[config.mk]
export PLATFORM = sky130hd
export DESIGN_NAME = tank_port
export DESIGN_NICKNAME = d
export VERILOG_FILES = /design/src/rtl/edsac_pkg.sv /design/src/rtl/tank_timer.sv /design/src/rtl/tank_port.sv
export SDC_FILE = /design/constraint.sdc
export NUM_CORES = 1
export LEC_CHECK = 0
export CORE_MARGIN = 4
export CORE_UTILIZATION = 60
export CTS_CLUSTER_DIAMETER = 150
export DETAILED_ROUTE_END_ITERATION = 8
export DONT_BUFFER_PORTS = 1
export GPL_TIMING_DRIVEN = 0
export PLACE_DENSITY = 0.81
export REMOVE_ABC_BUFFERS = 1
export SYNTH_ARGS = -nofsm -noshare
export SYNTH_HDL_FRONTEND = slang
export SYNTH_SLANG_ARGS = --single-unit
[constraint.sdc]
create_clock -name clk -period 4 [get_ports clk]
set_clock_uncertainty 0.1 [all_clocks]
set_input_delay 0.4 -clock clk [delete_from_list [all_inputs] [get_ports clk]]
set_output_delay 0.4 -clock clk [all_outputs]
set_load 0.005 [all_outputs]
[src/rtl/edsac_pkg.sv]
// Shared definitions for the EDSAC-style mercury tank port: geometry defaults,
// address width and the port state machine encoding.
package edsac_pkg;

  localparam int WORDS_DEF  = 16;
  localparam int DIGITS_DEF = 36;
  localparam int ADDR_W_DEF = $clog2(WORDS_DEF);

  typedef enum logic [1:0] {
    IDLE,
    WAIT,
    XFER,
    DONE
  } port_state_e;

  // Word slot that immediately precedes w on the circulating tank.
  function automatic int prev_word(input int w, input int words);
    return (w == 0) ? words - 1 : w - 1;
  endfunction

endpackage

[src/rtl/tank_timer.sv]
// Free-running tank phase counter: digit d every cycle, word w every DIGITS
// cycles, with a strobe on the last digit of each word slot.
module tank_timer
  import edsac_pkg::*;
#(
  parameter int WORDS  = WORDS_DEF,
  parameter int DIGITS = DIGITS_DEF,
  parameter int AW     = $clog2(WORDS),
  parameter int DW     = $clog2(DIGITS)
) (
  input  logic          clk,
  input  logic          rst_n,
  output logic [AW-1:0] w,
  output logic [DW-1:0] d,
  output logic          slot_end
);

  localparam logic [AW-1:0] W_LAST = AW'(WORDS - 1);
  localparam logic [DW-1:0] D_LAST = DW'(DIGITS - 1);

  assign slot_end = (d == D_LAST);

  // NOTE: sequential state is always assigned with <= so every flop samples
  // the pre-edge values, independent of block evaluation order.
  always_ff @(posedge clk or negedge rst_n) begin
    if (!rst_n) begin
      w <= '0;
      d <= '0;
    end else if (slot_end) begin
      d <= '0;
      w <= (w == W_LAST) ? '0 : w + 1'b1;
    end else begin
      d <= d + 1'b1;
    end
  end

endmodule

[src/rtl/tank_port.sv]
// Word-level request port onto a serial recirculating tank: waits for the
// addressed slot to come round, then shifts one word in or out LSB first.
module tank_port
  import edsac_pkg::*;
#(
  parameter int WORDS  = WORDS_DEF,
  parameter int DIGITS = DIGITS_DEF
) (
  input  logic                     clk,
  input  logic                     rst_n,
  input  logic                     req_valid,
  output logic                     req_ready,
  input  logic                     req_write,
  input  logic [$clog2(WORDS)-1:0] req_addr,
  input  logic [DIGITS-1:0]        req_wdata,
  output logic                     rsp_valid,
  output logic [DIGITS-1:0]        rsp_rdata,
  output logic                     mib,
  output logic                     tn_in,
  output logic                     tn_clr,
  output logic                     tn_out,
  input  logic                     mob_tn
);

  localparam int AW = $clog2(WORDS);
  localparam int DW = $clog2(DIGITS);

  logic [AW-1:0]     w;
  logic [DW-1:0]     d;
  logic              slot_end;

  port_state_e       state, state_nxt;
  logic              wr_q;
  logic [AW-1:0]     addr_q;
  logic [DIGITS-1:0] wdata_q;
  logic [DIGITS-1:0] cap_q, cap_nxt;
  logic [DIGITS-1:0] rdata_q;

  logic              handshake;
  logic              slot_hit;
  logic              in_xfer;

  tank_timer #(
    .WORDS  (WORDS),
    .DIGITS (DIGITS),
    .AW     (AW),
    .DW     (DW)
  ) u_timer (
    .clk      (clk),
    .rst_n    (rst_n),
    .w        (w),
    .d        (d),
    .slot_end (slot_end)
  );

  assign handshake = req_valid && req_ready;
  // Last digit of the slot before ours: the next edge lands on (addr_q, 0).
  assign slot_hit  = slot_end && (w == AW'(prev_word(int'(addr_q), WORDS)));

  always_ff @(posedge clk or negedge rst_n) begin
    if (!rst_n) state <= IDLE;
    else        state <= state_nxt;
  end

  // NOTE: every combinational output gets a default before the case, so no
  // path through the block leaves a signal unassigned and infers a latch.
  always_comb begin
    state_nxt = state;
    unique case (state)
      IDLE:    if (handshake) state_nxt = WAIT;
      WAIT:    if (slot_hit)  state_nxt = XFER;
      XFER:    if (slot_end)  state_nxt = DONE;
      DONE:    state_nxt = IDLE;
      default: state_nxt = IDLE;
    endcase
  end

  // Gates decode straight from the state register, so an asynchronous reset
  // drops them in the same cycle without waiting for a clock edge.
  assign in_xfer   = (state == XFER);
  assign req_ready = (state == IDLE);
  assign rsp_valid = (state == DONE);
  assign tn_in     = in_xfer && wr_q;
  assign tn_out    = in_xfer && !wr_q;
  assign tn_clr    = !tn_in;
  assign mib       = tn_in && wdata_q[d];
  assign rsp_rdata = rdata_q;

  always_comb begin
    cap_nxt    = cap_q;
    cap_nxt[d] = mob_tn;
  end

  // NOTE: the datapath flops are reset as well as the FSM, because rsp_rdata
  // must read zero out of reset and abandoned captures must not leak.
  always_ff @(posedge clk or negedge rst_n) begin
    if (!rst_n) begin
      wr_q    <= 1'b0;
      addr_q  <= '0;
      wdata_q <= '0;
      cap_q   <= '0;
      rdata_q <= '0;
    end else begin
      if (handshake) begin
        wr_q    <= req_write;
        addr_q  <= req_addr;
        wdata_q <= req_wdata;
      end
      if (tn_out) begin
        cap_q <= cap_nxt;
        if (slot_end) rdata_q <= cap_nxt;
      end
    end
  end

endmodule

==> results.yml <==
min_path:
  hp-start: "mob_tn"
  whs_endpoint: "rsp_rdata[18]"
  hold_path.class: "in2reg"
  holdPathStages: 2
detailed_routing:
  wl_met2_mm: 7.16
  antenna_left: 0
  drt_iter0_drc: 204
  wl_mm: 13.6
  first_pass_iters: 4
  drc: 0
  wl_met3_um: 663
  highest-signal-layer: "met4"
  m1WireLength_mm: 5.58
  drt-vias-per-instance: 5.82
  vias: 4260
  wl_per_cell_um: 18.6
final_layout:
  fin_area_um2: 7240
  multi_input_area_um2: 2740
  drive_gt1_share_pct: 21.6
  nNetsFinal: 638
  fillers: 663
  syn_to_final_growth_pct: 20.0
  layout.area.seq_um2: 3130
sta:
  fin_crit_ps: 3670
  slew_headroom_pct: 28.9
  setup_viol: 0
  tightest_slew_ps: 1070
  setup_tns_ps: 0
  fin_crit_sh_pct: 91.8
  hold_viol_final: 0
  rsz0062_at_grt: "false"
  setup_slack_ps: 329
  drv_slew: 0
  fmax_mhz: 272
floorplanning:
  ioPinCount: 87
  die_h_um: 108
  die_x_um: 108
  die_area_um2: 11700
  num_rows: 36
  core_um2: 9770
  initial_core_util_pct: 61.8
clocking:
  clockBufferDepth: 2
  cts_tree: "built"
  cts_buffers: 17
  cts_root_buf: "clkbuf_8"
  cts_sinks: 125
  cts_max_level: 4
  post_cts_buffers: 0
  clkTransAtPathRegs_ps: 60
  clock_latency_ps: 520
worst_setup_path:
  path_depth: 5
  worst_r2r_startpoint: "u_timer.d[0]"
  path_buf_inv: 1
  crit_path_end_kind: "output port"
  crit_fanout: 28
  slowest_stage: "dfrtp_1"
  arrival_ps: 3170
  cp.required_ps: 3500
  r2r-end: "rsp_rdata[23]"
  cpPeakStageDelay_ps: 1050
  crit_type: "reg2out"
  path_delay_family: "flip-flops"
  reg2reg_slack_ps: 1110
  cp-start-kind: "flop"
  rr_worst_depth: 6
  path_cells: "inv_1 > and3_1 > a2111oi_0 > o211ai_1 > o31a_1"
placement:
  pre_cts_ws_ps: 853
  post_dp_cell_area_um2: 6080
  hpwlAfterDp_mm: 7.84
  gp_congestion: 0.772
  io_buffers: 0
global_routing:
  track_usage_pct: 24.9
  grt_max_degree: 126
  grt_pass1_wl_mm: 22.5
  grt_pass1_vias: 4523
  antenna_found_initial: 1
  grt_overflow: 0
synthesis:
  async_flop_share_pct: 100
  synthCells: 556
  synth_area_um2: 6040
  synth_edf_count: 0
  ys_ff_latch: 125
  syn_area_per_cell_um2: 10.9
  synth-main-ff-cell: "dfrtp_1"
  ys_seq_area_share_pct: 51.8
  ys_types: 46
  yosysWarnings: 0
pwr:
  ir_drop_mv: 0.464
  powerDensity_nw_per_um2: 421
  leakage_uw: 0.00352
flow_run:
  maxCapViolCount: 0
status:
  status: "completed"
-- state kept, by name, summed over array words and instances (netlist names) --
name	cells
wr_q	1
wdata_q	36
u_timer.w	4
u_timer.d	6
cap_q	36
rsp_rdata	36
state	2
addr_q	4
-- cells in the mapped netlist, drive strengths merged (6+ instances only) --
cell | instances | share of area, %
a21oi | 8 | 0.66
buf | 6 | 0.41
clkbuf | 32 | 2.0
dfrtp | 125 | 52
ha | 8 | 1.7
inv | 9 | 0.56
mux2 | 82 | 15
mux2i | 44 | 7.3
nand2 | 93 | 5.8
nand2b | 7 | 0.73
nand3 | 6 | 0.50
nor2 | 35 | 2.2
nor3 | 8 | 0.66
o21ai | 42 | 3.5
-- layer usage --
layer | GRT usage (%) | vias up
met5 | 0 | -
met4 | 8.93 | 0
met3 | 6.57 | 21
met2 | 42.7 | 101
met1 | 30.5 | 2148
li1 | - | 1990
-- kinds of logic after synthesis --
group	count (synthesis)	share of synthesized area (%)
flip-flops	125	51.8
multiplexers	127	23.0
buffers and inverters	47	2.96
AO/OA/AOI/OAI	66	6.26
XOR/XNOR	7	1.02
AND/OR/NAND/NOR	176	13.3
adder cells (fa/ha/maj)	8	1.66
-- layout make-up --
type                       instances  share of cell area (%)
clock buffer                      19                    6.10
inverter                           9                   0.466
antenna                            1                  0.0345
timing repair buffer              48                    7.12
sequential                       125                    43.2
clock inverter                    13                    2.92
tap                              133                    2.30
multi-input combinational        384                    37.9
-- how the worst max path moves through the flow --
stage | to | from | slack, ps
final | mib | u_timer.d[0] | 330
after global routing | mib | u_timer.d[0] | 80
after CTS | mib | u_timer.d[0] | 300
after detailed placement | mib | u_timer.d[0] | 850
after global placement | rsp_rdata[8] | u_timer.d[0] | 250
after floorplan | rsp_rdata[0] | u_timer.d[0] | 1120
-- timing repair --
action / in CTS / in global routing
hold buffers: 46 / 0
gates resized for setup: 0 / 0
endpoints found under the hold margin: 212 / 0
-- cells in the final DEF, fill, tap and decap left out, drive strengths merged, types with 2 or more instances in the layout --
cell / netlist / layout
a21o: 2 / 2
a21oi: 8 / 8
a31oi: 3 / 3
and3: 5 / 5
buf: 6 / 3
bufinv: 0 / 5
clkbuf: 32 / 20
clkinv: 0 / 5
dfrtp: 125 / 125
dlygate4sd3: 0 / 44
ha: 8 / 8
inv: 9 / 11
mux2: 82 / 82
mux2i: 44 / 44
nand2: 93 / 93
nand2b: 7 / 7
nand3: 6 / 6
nand3b: 2 / 2
nor2: 35 / 35
nor2b: 2 / 2
nor3: 8 / 8
nor3b: 4 / 4
o211ai: 2 / 2
o21ai: 42 / 42
or3: 2 / 2
or3b: 5 / 5
xnor2: 4 / 4
xor2: 3 / 3
-- through the flow --
step	hold WS (ps)	power [uW]	utilization [%]	std cells
after CTS	1.21	3060	73.9	730
after floorplan	4.41	1320	-	518
after detailed placement	7.75	1320	62.2	652
after global placement	7.44	1320	62.0	651
after global routing	3.97	3140	74.1	732
final	3.44	3050	74.1	732
-- power by group --
group          internal (uW)  total, uW  switching [uW]
sequential              1270       1280            5.41
clock                   1110       1680             569
combinational           45.5       89.8            44.4
No activity file was read; power rests on OpenSTA's default activity.
